### config.mk
export PLATFORM = sky130hd
export DESIGN_NAME = router_sync_n
export DESIGN_NICKNAME = d
export VERILOG_FILES = /design/src/rtl/router_pkg.sv /design/src/rtl/router_idle_timer.sv /design/src/rtl/router_sync_n.sv
export SDC_FILE = /design/constraint.sdc
export NUM_CORES = 1
export LEC_CHECK = 0
export BUFFER_PORTS_ARGS = -buffer_cell sky130_fd_sc_hd__buf_2
export CORE_ASPECT_RATIO = 0.75
export CORE_UTILIZATION = 51
export CTS_BUF_LIST = sky130_fd_sc_hd__clkbuf_4 sky130_fd_sc_hd__clkbuf_8
export DETAILED_ROUTE_END_ITERATION = 8
export MAX_ROUTING_LAYER = met4
export PLACE_DENSITY = 0.78
export SLEW_MARGIN = 20
export SYNTH_ARGS = -nofsm -noshare
export SYNTH_HDL_FRONTEND = slang
export SYNTH_SLANG_ARGS = --single-unit
### constraint.sdc
create_clock -name clk -period 1.5 [get_ports clk]
set_clock_uncertainty 0.15 [all_clocks]
set_input_delay 0.075 -clock clk [delete_from_list [all_inputs] [get_ports clk]]
set_output_delay 0.075 -clock clk [all_outputs]
set_load 0.01 [all_outputs]
### src/rtl/router_pkg.sv
// Shared constants and helpers for the router synchronizer.
package router_pkg;

   localparam int unsigned ROUTER_NUM_CH  = 3;
   localparam int unsigned ROUTER_TIMEOUT = 30;

   // Width of an address able to name n channels; never narrower than one bit.
   function automatic int unsigned addr_width(input int unsigned n);
      return (n < 2) ? 1 : $clog2(n);
   endfunction

endpackage

### src/rtl/router_idle_timer.sv
// Per-channel idle counter: a one-cycle soft_reset pulse after TIMEOUT
// consecutive cycles of valid data that nobody reads.
module router_idle_timer #(
   parameter int unsigned TIMEOUT = 30
) (
   input  logic clk,
   input  logic reset,
   input  logic vld,
   input  logic rd,
   output logic soft_reset
);

   localparam int unsigned CNT_W = $clog2(TIMEOUT + 1);
   localparam logic [CNT_W-1:0] TERM = CNT_W'(TIMEOUT - 1);

   logic [CNT_W-1:0] cnt_q, cnt_d;
   logic             pulse_d;

   // A read on the terminal cycle takes the clear path, so no pulse is raised.
   always_comb begin
      cnt_d   = '0;
      pulse_d = 1'b0;
      if (vld && !rd) begin
         if (cnt_q == TERM) begin
            pulse_d = 1'b1;
         end else begin
            cnt_d = cnt_q + CNT_W'(1);
         end
      end
   end

   always_ff @(posedge clk or posedge reset) begin
      if (reset) begin
         cnt_q      <= '0;
         soft_reset <= 1'b0;
      end else begin
         cnt_q      <= cnt_d;
         soft_reset <= pulse_d;
      end
   end

endmodule

### src/rtl/router_sync_n.sv
// Router synchronizer: latches the header address, steers the FIFO write
// enable, reports the active channel's full flag and times out idle channels.
module router_sync_n
   import router_pkg::*;
#(
   parameter int unsigned NUM_CH  = ROUTER_NUM_CH,
   parameter int unsigned ADDR_W  = addr_width(NUM_CH),
   parameter int unsigned TIMEOUT = ROUTER_TIMEOUT
) (
   input  logic              clk,
   input  logic              reset,
   input  logic [ADDR_W-1:0] data_in,
   input  logic              detect_add,
   input  logic              write_enb_reg,
   input  logic [NUM_CH-1:0] read_enb,
   input  logic [NUM_CH-1:0] full,
   input  logic [NUM_CH-1:0] empty,
   output logic [NUM_CH-1:0] write_enb,
   output logic              fifo_full,
   output logic [NUM_CH-1:0] vld_out,
   output logic [NUM_CH-1:0] soft_reset,
   output logic              addr_err
);

   logic [ADDR_W-1:0] addr_q;

   always_ff @(posedge clk or posedge reset) begin
      if (reset) begin
         addr_q <= '0;
      end else if (detect_add) begin
         addr_q <= data_in;
      end
   end

   // An address matching no channel leaves addr_err and fifo_full high,
   // which stalls the write FSM until a valid header arrives.
   always_comb begin
      write_enb = '0;
      fifo_full = 1'b1;
      addr_err  = 1'b1;
      for (int unsigned i = 0; i < NUM_CH; i++) begin
         if (addr_q == ADDR_W'(i)) begin
            write_enb[i] = write_enb_reg;
            fifo_full    = full[i];
            addr_err     = 1'b0;
         end
      end
   end

   assign vld_out = ~empty;

   for (genvar g = 0; g < NUM_CH; g++) begin : gen_timer
      router_idle_timer #(
         .TIMEOUT(TIMEOUT)
      ) u_timer (
         .clk        (clk),
         .reset      (reset),
         .vld        (vld_out[g]),
         .rd         (read_enb[g]),
         .soft_reset (soft_reset[g])
      );
   end

endmodule

==> results of run 1 <==
kinds of logic after synthesis:
family,count (synthesis),synth area share (%)
and+or+nand+nor,39,19.58
DFF,20,52.91
buffers and inverters,13,7.540
xor gates and xnor gates,9,8.334
adders and majority gates,6,7.936
AOI/OAI and AO/OA,2,1.323
muxes,2,2.381
layout make-up:
cell class	count	area, um2
inverters	7	26.28
multi-input cells	58	381.6
flip-flops and latches	20	501.7
well taps	22	27.53
clock buffers	4	36.28
repair buffers	37	240.2
fillers	125	526.8
power breakdown:
| part | internal (uW) | total, uW | switching (uW) |
|---|---|---|---|
| clock | 148 | 307 | 159 |
| combinational | 68.1 | 125 | 57.0 |
| sequential | 552 | 569 | 17.1 |
| total | 768 | 1000 | 233 |
worst max-delay path by stage:
stage                                              from                            end  depth (start not counted)
final                                         addr_q[0]                   write_enb[0]                          3
after global routing                          addr_q[0]                      fifo_full                          4
after CTS                                     addr_q[0]                      fifo_full                          4
after detailed placement  gen_timer[2].u_timer.cnt_q[1]  gen_timer[2].u_timer.cnt_q[4]                          5
after global placement    gen_timer[2].u_timer.cnt_q[0]  gen_timer[2].u_timer.cnt_q[3]                          4
after floorplan           gen_timer[2].u_timer.cnt_q[0]  gen_timer[2].u_timer.cnt_q[4]                          4
registers in the layout, indices dropped and copies added (netlist names):
name / count
gen_timer.u_timer.cnt_q: 15
gen_timer.u_timer.soft_reset: 3
addr_q: 2
worst min-delay path, delay by kind of cell:
kind                   cells  cell delay (ns)
buffers and inverters      4             0.94
placed cells by master, fill, tap and decap left out, drive strengths merged:
| cell type | Yosys | routed |
|---|---|---|
| inv | 7 | 7 |
| a211oi | 1 | 1 |
| clkbuf | 0 | 4 |
| nor2b | 1 | 1 |
| and2 | 1 | 1 |
| nor3 | 3 | 3 |
| mux2 | 2 | 2 |
| nand4 | 3 | 3 |
| dlygate4sd3 | 0 | 10 |
| nor2 | 19 | 19 |
| nand3 | 6 | 6 |
| xor2 | 6 | 6 |
| dfrtp | 20 | 20 |
| nor3b | 1 | 1 |
| a21oi | 1 | 1 |
| buf | 6 | 27 |
| ha | 6 | 6 |
| xnor2 | 3 | 3 |
| nand2 | 3 | 3 |
| and3b | 2 | 2 |
per-layer routing:
metal | part of all wire [%] | GRT usage, %
met5 | 0 | -
met2 | 48 | 31.49
met4 | 0.80 | 6.081
met1 | 47 | 23.38
met3 | 3.7 | 6.977
metrics by stage:
stage          setup slack, ns  cell area (um2)  utilization (%)  power [uW]
4_1_cts                0.04947             1197            68.80       999.3
2_1_floorplan           0.3497            945.9                -       633.7
3_5_place_dp            0.2640             1061            60.96       676.0
3_3_place_gp            0.3074             1061            60.96       673.2
6_report               0.06873             1214            69.73        1001
5_1_grt               -0.01850             1214            69.73        1042
what timing repair did:
item | 4_1_cts | 5_1_grt
endpoints found under the hold margin | 40 | 0
resized for setup | 0 | 3
endpoints found under the setup margin | 0 | 1
buffers inserted | 0 | 1
hold buffers | 10 | 0
==> results summary, run 1 <==
The die covers 0.002033 mm2. The CTS buffer count came out at 3. The terminus of the critical flop-to-flop path is gen_timer[2].u_timer.cnt_q[3].

On the final layout, the worst hold slack is 0.1759 ns. The slowest stage of the critical path is the sky130_fd_sc_hd__dfrtp_2 cell. The share of Yosys cell area claimed by the top area cell type is 52.91%. Setup violations remaining at the end of the flow were counted as 0.

Among cell families on the critical path, the largest total delay comes from flip-flops. The shortest period the worst path allows is 1.431 ns. In this run the worst hold path is classified as in2async.

sky130_fd_sc_hd__dfrtp_1 is the most common cell in the netlist. The critical path is of the reg2out type. The die extent in x came out at 51.73 um. Once the floorplan was initialized, standard cells occupied 54.35% of the core. The number of rows created at floorplan came out at 13.

For this run, the leading register cell type out of synthesis is sky130_fd_sc_hd__dfrtp_1. Setup repair after global routing could not meet its margin everywhere. Clock tree synthesis found a total of 20 sinks.

The I/O pin total came out at 26. The final non-filler cell total is 148. The growth of design area from synthesis to finish came out at 28.31%. The largest stage delay on the critical path came out at 0.46 ns. The worst-case headroom to the max-slew limit came out at 83.60%. Summing every instance area after synthesis gives 945.9 um2. The H-tree depth reported by CTS came out at 1. Counting instances in the post-synthesis netlist gives the leading cell types as sky130_fd_sc_hd__dfrtp_1 (20), sky130_fd_sc_hd__nor2_1 (19), sky130_fd_sc_hd__inv_1 (7). After clock tree synthesis, the clock-pin slew on the worst setup and hold paths is 0.11 ns. The initial antenna violation count came out at 0. The clock insertion delay at the later pin of the skew report came out at 0.30 ns. From bottom edge to top edge, the die measures 39.30 um.

The total of max-cap violations is 0. The worst voltage drop across the vdd grid came out at 0.5777 mV. The max-slew violation count came out at 0. By area the synthesized netlist is led by sky130_fd_sc_hd__dfrtp_1 (53%), sky130_fd_sc_hd__ha_1 (7.9%), sky130_fd_sc_hd__nor2_1 (7.5%). The post-detailed-route wirelength per cell came out at 10.96 um. The run finished with clean final reports.

The total length of routed wires is 1622 um. The top fanout value on the critical path is 7. The total negative slack came out at 0 ns. The startpoint kind of the worst setup timing path is a flip-flop.

The register bit count reported by yosys came out at 20. The final weighted congestion in routability-driven placement came out at 0.6542. The worst flop-to-flop path startpoint is gen_timer[2].u_timer.cnt_q[1]. The number of DRC markers in iteration 0 came out at 1. The via density per instance is 4.595. Counting both buffers and inverters, the worst setup path holds a total of 2.

The overall global routing resource usage is 19.53%. The highest achievable clock rate is 698.7 MHz. The maximum number of pins on one net before global-route repair is 21. TritonCTS built the clock tree. Traced cell by cell, the critical path runs through buf_4 > nor3b_1 > buf_2. Once detail routing completed, the nets flagged for antenna violations numbered 0. The detailed-routing iteration count for the pre-antenna-repair pass is 2. After technology mapping, the gate count stands at 91.

For this run the aggregate overflow at the end of global routing stands at 0. The data arrival time at the worst-slack endpoint came out at 1.21 ns. Counting every net in the synthesized netlist gives 112. Sequential elements use 52.91% of the synthesized area. The cell area power density came out at 825.1 mW/mm2.

STA classifies the critical path endpoint as an output port. The average instance area after synthesis is 10.39 um2. In this run, synthesis inferred 0 flip-flops with an integrated enable. The core region is 0.001740 mm2.

Clock tree synthesis selected as its root buffer the cell sky130_fd_sc_hd__clkbuf_4. For this run, design rule violations remaining after detail routing come to 0. Setup slack on the worst reg-to-reg path comes out at 0.24 ns. The count of buffers added on input and output ports is 25. The post-synthesis cell type count is 18. The measured slew at the worst slew-check pin is 0.2460 ns.

The total number of vias is 680. The fraction of the cycle the final worst path needs came out at 95.42%. The fraction of final layout cells sized beyond drive strength 1 came out at 27.78%. The post-placement cell count came out at 133. The global-route wire length before repair is 2580 um. The half-perimeter wire length of the detailed placement result is 1085 um. The number of hold-slack violations in the final timing report is 0. The cell depth of the worst flop-to-flop path is 5. The fraction of synthesis flops using an asynchronous set or reset pin is 100.0%. The repair_antennas step left the layout with diodes totalling 0. The net count of the finished layout is 148. In this run the static leakage power is 0.0006228 uW. The maximum number of buffers from clock root to sink is 2. The Yosys warning count is 0. For the worst setup path, the data required time is 1.27 ns. The number of global-route vias before repair was 614. The biggest area contributor in the post-synthesis netlist is sky130_fd_sc_hd__dfrtp_1.
No activity file was read; power rests on OpenSTA's default activity.
==> run 2: changes to the inputs <==
==> constraint.sdc (replaced) <==
create_clock -name clk -period 1.5 [get_ports clk]
set_clock_uncertainty 0.15 [all_clocks]
set_input_delay 0.3 -clock clk [delete_from_list [all_inputs] [get_ports clk]]
set_output_delay 0.3 -clock clk [all_outputs]
set_load 0.01 [all_outputs]
==> run 2 against run 1 <==
The flow now finishes with violations (setup timing). Cell area down 2.2%. Global-route usage up 2.2 points. Fmax down 15%. Count of clock-buffer cells in the layout down 1. Power up 13%. First-iteration DRC count rose to 7.0 times the previous value. Combinational power down 3%. Critical path depth up 1. Largest power group unchanged.
==> results summary, run 2 (synthesis gave the netlist of run 1 again) <==
The post-detailed-route count of antenna-violating nets is 0 (unchanged). The post-layout instance area came out at 0.001187 mm2 (-2.2%). The post-detailed-route wirelength per cell is 11.99 um (+9.4%). The final weighted congestion in routability-driven placement came out at 0.6695 (+2.3%). The half-perimeter wire length of the detailed placement result is 1194 um (+10%). The fraction of final layout cells sized beyond drive strength 1 came out at 29.75% (+2.0 points). The fraction of power consumed by combinational cells is 10.8% (-1.7 points). The flop-to-flop setup slack came out at 0.21 ns (-0.03 ns). The count of input and output buffers came out at 25 (unchanged). The worst setup path is captured at an output port.

The height of the die is 39.30 um (unchanged). The number of buffer and inverter instances along the worst setup path was 1 (-1). The data arrival time at the worst-slack endpoint was 1.23 ns (+0.02 ns).

The critical path goes through nor2b_2 > a211oi_2 > a21oi_1 > buf_2. The master of the slowest instance on the critical path is sky130_fd_sc_hd__dfrtp_2. Relative to the synthesized area, the layout overhead comes to 25.53%. The initial antenna violation count came out at 0 (unchanged).

The measured slew at the worst slew-check pin came out at 0.2438 ns (-0.002135 ns). The initial cell density of the core came to 54.35% (unchanged). The worst voltage drop across the vdd grid was 0.7539 mV (+30%).

The total congestion overflow after global routing was 0 (unchanged). Setup repair after global routing could not meet its margin everywhere. The DRC violation count after routing is 0 (unchanged). The CTS buffer count is 3 (unchanged).

The clock group share of total power was 38.6% (+8.0 points). The register clock-pin slew on the reported worst setup and hold paths came out at 0.11 ns (about the same). The floorplan die area is 0.002033 mm2 (unchanged). Among cell families on the critical path, the largest total delay comes from flip-flops. The detailed-routing iteration count for the pre-antenna-repair pass is 2 (unchanged).

The overall global routing resource usage is 21.77% (+2.2 points). The clock sink total is 20 (unchanged). The number of rows created at floorplan is 13 (unchanged). The required arrival time at the worst endpoint came out at 1.05 ns (-0.22 ns). The total number of vias came to 711 (+4.6%).

The global-route wire length before repair is 2794 um (+8.3%). The startpoint identified for the worst register-to-register timing path is gen_timer[0].u_timer.cnt_q[0]. The worst-case headroom to the max-slew limit came to 83.74% (+0.14 points).

The maximum number of buffers from clock root to sink is 2 (unchanged). The max-slew violation count came out at 0 (unchanged). The launching element of the worst setup path is addr_q[0]. Leaving out fill and tap cells, the most frequent cells in the layout are sky130_fd_sc_hd__buf_2 (24), sky130_fd_sc_hd__nor2_1 (19), sky130_fd_sc_hd__dfrtp_1 (18). In this run the worst setup path terminates at fifo_full. The area after detailed placement came to 0.001061 mm2 (unchanged). The total core area is 0.001740 mm2 (unchanged). The number of endpoints failing setup at the final stage is 5 (+5). The terminus of the critical flop-to-flop path is gen_timer[0].u_timer.cnt_q[3].

The tightest min-delay check is of the in2reg type. The number of hold-slack violations in the final timing report came to 0 (unchanged). The H-tree depth reported by CTS is 1 (unchanged). The number of stages on the worst hold path is 2. The fraction of the cycle the final worst path needs came to 111.9% (+17 points). The tree is rooted in a sky130_fd_sc_hd__clkbuf_4. The leakage dissipation is 0.0006092 uW (-2.2%).

The number of diodes was 0 (unchanged). The checks that failed: setup timing. The flow ran to the end, but the final reports show violations.

TritonCTS built the clock tree. The total of max-cap violations is 0 (unchanged). The most common cell after layout, fill and taps aside is sky130_fd_sc_hd__buf_2. The instance count on the critical path is 4 (+1). The number of global-route vias before repair came to 662 (+7.8%).

The final worst setup slack is -0.1791 ns (-0.2478 ns). The die extent in x is 51.73 um (unchanged). The I/O pin total is 26 (unchanged).

The number of DRC markers in iteration 0 is 7 (+6). The number of flip-flops under the largest register name came out at 15 (unchanged). The largest registers in the layout are gen_timer.u_timer.cnt_q: 15 flops, gen_timer.u_timer.soft_reset: 3 flops, addr_q: 2 flops. The clock insertion delay at the later pin of the skew report came out at 0.31 ns (about the same).

The net total in the final layout came to 143 (-3.4%). The maximum number of pins on one net before global-route repair is 21 (unchanged). The total length of routed wires was 1714 um (+5.7%). The highest achievable clock rate came out at 595.6 MHz (-15%). The switching share of total power was 21.36% (-1.9 points). The net switching power came out at 240.7 uW (+3.3%).

The top fanout value on the critical path was 8 (+1). The total negative slack came out at -0.4594 ns (-0.4594 ns). The worst setup path is launched from a flip-flop. The final core utilization came to 68.22% (-1.5 points). The cell area power density came out at 949.1 mW/mm2 (+15%). The part of the total power dissipated in sequential elements came out at 50.6% (-6.3 points). The critical path class is reg2out.

The shortest period the worst path allows is 1.679 ns (+0.2478 ns). The cell depth of the worst flop-to-flop path is 4 (-1). gen_timer.u_timer.cnt_q holds more flip-flops than any other register.

The count of fill cells added during filler insertion came out at 135 (+8.0%). The largest stage delay on the critical path is 0.47 ns (about the same). The via density per instance came to 4.972 (+8.2%). The internal cell power came out at 886.2 uW (+15%).
[run 2: power groups by stage]
stage / clock, uW / combinational, uW / sequential, uW
floorplan: 0 / 59.1 / 575
global placement: 0 / 96.3 / 577
detailed placement: 0 / 101 / 579
CTS: 451 / 118 / 568
global route: 472 / 136 / 574
finish: 435 / 121 / 570
[run 2: per-stage QoR]
stage               std cells  hold slack (ns)  setup WS [ns]  total power [uW]
floorplan                  91           0.1138         0.2662             633.7
global route              143          0.01154        -0.2722              1181
detailed placement        133           0.1823        0.09973             679.9
finish                    143          0.02327        -0.1791              1127
global placement          133           0.1844         0.1578             673.2
CTS                       142         0.007724        -0.2002              1137
[run 2: area by class of cell]
class,count,area (um2),share of cell area [%]
flip-flops and latches,20,503.0,42.36
repair buffers,32,196.4,16.54
well taps,22,27.53,2.318
clock buffers,3,22.52,1.897
inverters,7,26.28,2.213
multi-input cells,58,381.6,32.14
clock inverters,1,30.03,2.529
[run 2: worst register-to-register path: stages, from the launching register on]
cell and delay (ns):
sky130_fd_sc_hd__dfrtp_1 0.43, sky130_fd_sc_hd__ha_1 0.21, sky130_fd_sc_hd__nand4_1 0.12, sky130_fd_sc_hd__nand2_1 0.14, sky130_fd_sc_hd__nor2_1 0.16
[run 2: worst min path at each step]
stage / slack (ns) / from / end
2_1_floorplan: 0.11 / reset / addr_q[0]
3_3_place_gp: 0.18 / reset / gen_timer[1].u_timer.cnt_q[3]
3_5_place_dp: 0.18 / reset / gen_timer[2].u_timer.cnt_q[0]
4_1_cts: 0.008 / read_enb[1] / gen_timer[1].u_timer.soft_reset
5_1_grt: 0.01 / empty[1] / gen_timer[1].u_timer.soft_reset
6_report: 0.02 / empty[0] / gen_timer[0].u_timer.soft_reset
[run 2: repair_timing]
item	CTS	global route
endpoints found under the setup margin	5	5
gates resized for setup	2	3
endpoints found under the hold margin	22	1
hold buffers	4	1
pin swaps	2	1
buffers inserted	1	0
[run 2: layer usage]
layer  part of all wire, %  GRT usage (%)  wire (um)
met2                    54          36.36        925
met4                   3.5          16.22         60
met5                     0              -          0
met1                    39          20.65        663
met3                   3.8          9.302         65
==> run 3: changes to the inputs <==
BUFFER_PORTS_ARGS = -buffer_cell sky130_fd_sc_hd__buf_4   (was -buffer_cell sky130_fd_sc_hd__buf_2)
CORE_UTILIZATION = 30   (was 51)
PLACE_DENSITY = unset   (was 0.78)
SKIP_CTS_REPAIR_TIMING = 1   (was unset)
==> run 3 against run 2 <==
Count of clock-buffer cells in the layout stayed put. Largest power group unchanged. Sequential share of layout area is 2.4 points lower. Power is 9.1% higher. Global-route usage is 11 points lower. Worst setup slack better by 0.090 ns. Core utilization is 26 points lower. Sequential power hardly changed. Wire length is 10% lower. The run still ends with setup timing left.
==> results summary, run 3 (synthesis gave the netlist of run 1 again) <==
The flow ran to the end, but the final reports show violations. The final reports fail on setup timing. The maximum number of buffers from clock root to sink came out at 2 (unchanged). The number of diodes is 0 (unchanged).

The I/O pin total is 26 (unchanged). gen_timer.u_timer.cnt_q holds more flip-flops than any other register. The total of max-cap violations is 0 (unchanged).

The total core area came out at 0.002978 mm2 (+71%). The register clock-pin slew on the reported worst setup and hold paths is 0.07 ns (-0.04 ns). The startpoint kind of the worst setup timing path is a flip-flop. The leakage dissipation was 0.0006211 uW (+2.0%). The number of flip-flops under the largest register name was 15 (unchanged). The highest achievable clock rate came out at 629.3 MHz (+5.7%). The growth of design area from synthesis to finish came out at 33.20%. The final weighted congestion in routability-driven placement came to 0.7815 (+17%).

The clock insertion delay at the later pin of the skew report is 0.25 ns (-0.06 ns). The largest registers in the layout are gen_timer.u_timer.cnt_q: 15 flops, gen_timer.u_timer.soft_reset: 3 flops, addr_q: 2 flops. The count of input and output buffers came out at 25 (unchanged). The count of fill cells added during filler insertion came out at 278 (+110%). The worst voltage drop across the vdd grid is 0.7151 mV (-5.1%).

The fraction of final layout cells sized beyond drive strength 1 came to 31.62% (+1.9 points). The endpoint identified for the worst register-to-register timing path is gen_timer[1].u_timer.cnt_q[3]. The cell area power density is 976.0 mW/mm2 (+2.8%). The net total in the final layout was 139 (-2.8%). The minimum setup slack after placement came out at 0.09669 ns (-0.003040 ns). The measured slew at the worst slew-check pin came out at 0.2499 ns (+0.006040 ns).

The total number of vias came out at 646 (-9.1%). The height of the die is 50.63 um (+29%). TritonCTS built the clock tree.

The total length of routed wires is 1543 um (-10%). The half-perimeter wire length of the detailed placement result was 1172 um (-1.9%). The H-tree depth reported by CTS is 1 (unchanged). The min-delay analysis places its worst path in the category in2reg. The met3 routing resource usage after global routing is 4.773% (-4.5 points). The overall global routing resource usage came to 10.98% (-11 points).

The global routing stage identified its most utilized layer as met2. Setup repair after global routing could not meet its margin everywhere. The worst setup path endpoint is write_enb[2]. The number of endpoints failing setup at the final stage came out at 5 (unchanged). The data arrival time at the worst-slack endpoint is 1.14 ns (-0.09 ns). STA classifies the critical path endpoint as an output port. The clock sink total is 20 (unchanged). The flop-to-flop setup slack is 0.27 ns (+0.06 ns). The required arrival time at the worst endpoint came to 1.05 ns (about the same).

The number of global-route vias before repair came out at 628 (-5.1%). The post-placement cell count is 149 (+12%). The total congestion overflow after global routing is 0 (unchanged). The number of DRC markers in iteration 0 came out at 12 (+5). The top fanout value on the critical path came to 5 (-3). The global-route track usage on met2 came out at 16.50% (-20 points). In this run the worst setup path begins at addr_q[0]. The max-slew violation count came out at 0 (unchanged). The floorplan die area is 0.003384 mm2 (+66%).

The shortest period the worst path allows was 1.589 ns (-0.08993 ns). The DRC violation count after routing came to 0 (unchanged). The die extent in x is 66.84 um (+29%). The final non-filler cell total is 155 (+8.4%). The global-route wire length before repair is 2635 um (-5.7%).

The tree is rooted in a sky130_fd_sc_hd__clkbuf_8. The initial cell density of the core came out at 31.76% (-23 points). In the layout the commonest cells are sky130_fd_sc_hd__buf_4 (24), sky130_fd_sc_hd__nor2_1 (19), sky130_fd_sc_hd__dfrtp_1 (18). The cell depth of the worst flop-to-flop path came out at 4 (unchanged).

The initial antenna violation count is 0 (unchanged). The worst-case headroom to the max-slew limit was 83.34% (-0.40 points). The number of hold-slack violations in the final timing report is 0 (unchanged). The number of rows created at floorplan is 17 (+4). The CTS buffer count is 3 (unchanged). The detailed-routing iteration count for the pre-antenna-repair pass is 3 (+1). Leaving out fill and tap cells, the most frequent cell in the layout is sky130_fd_sc_hd__buf_4. The fraction of the cycle the final worst path needs is 105.9% (-6.0 points).

The post-detailed-route count of antenna-violating nets was 0 (unchanged). The via density per instance came to 4.168 (-16%). The worst setup path is of the reg2out kind. The post-detailed-route wirelength per cell came out at 9.955 um (-17%). The worst flop-to-flop path startpoint is gen_timer[1].u_timer.cnt_q[0]. The global-route met1 utilization came to 12.89% (-7.8 points).

The maximum number of pins on one net before global-route repair came out at 21 (unchanged). The final worst setup slack is -0.08917 ns (+0.08993 ns).
run 3: stage by stage:
step	total power [uW]	utilization [%]	cell area, um2	hold slack (ns)	setup TNS, ns
3_5_place_dp	697.6	38.40	1144	0.2003	0
3_3_place_gp	694.0	38.40	1144	0.1933	0
5_1_grt	1288	42.31	1260	0.04162	-0.5555
4_1_cts	1232	40.80	1215	-0.08271	-0.2052
6_report	1230	42.31	1260	0.05021	-0.3351
2_1_floorplan	633.7	-	945.9	0.1138	0
run 3: cell type report:
cell class,instances,area [um2],area share (%)
Sequential cell,20,503.0,39.92
Multi-Input combinational cell,58,387.9,30.78
Timing Repair Buffer,28,224.0,17.78
Tap cell,38,47.55,3.774
Clock buffer,3,41.29,3.277
Clock inverter,1,30.03,2.383
Inverter,7,26.28,2.085
run 3: critical path, stage by stage, from the launching register on:
cell and delay, ns:
sky130_fd_sc_hd__dfrtp_2 0.44, sky130_fd_sc_hd__buf_6 0.13, sky130_fd_sc_hd__and3b_1 0.20, sky130_fd_sc_hd__buf_4 0.11
run 3: routing by layer:
layer,vias up,wire [um]
met5,-,0
met2,8,764
met3,0,66
met4,0,0
li1,340,-
met1,298,711
run 3: how the worst min path moves through the flow:
stage	to	slack, ns	start	depth (start not counted)
3_3_place_gp	gen_timer[2].u_timer.cnt_q[1]	0.19	reset	3
6_report	gen_timer[0].u_timer.soft_reset	0.05	read_enb[0]	2
3_5_place_dp	gen_timer[2].u_timer.cnt_q[0]	0.20	reset	3
5_1_grt	gen_timer[0].u_timer.soft_reset	0.04	read_enb[0]	2
2_1_floorplan	addr_q[0]	0.11	reset	1
4_1_cts	gen_timer[2].u_timer.cnt_q[3]	-0.08	reset	3
run 3: power by group:
part           internal (uW)  total, uW  switching [uW]
combinational           78.0        136            57.9
clock                    356        524             169
sequential               553        569            16.4
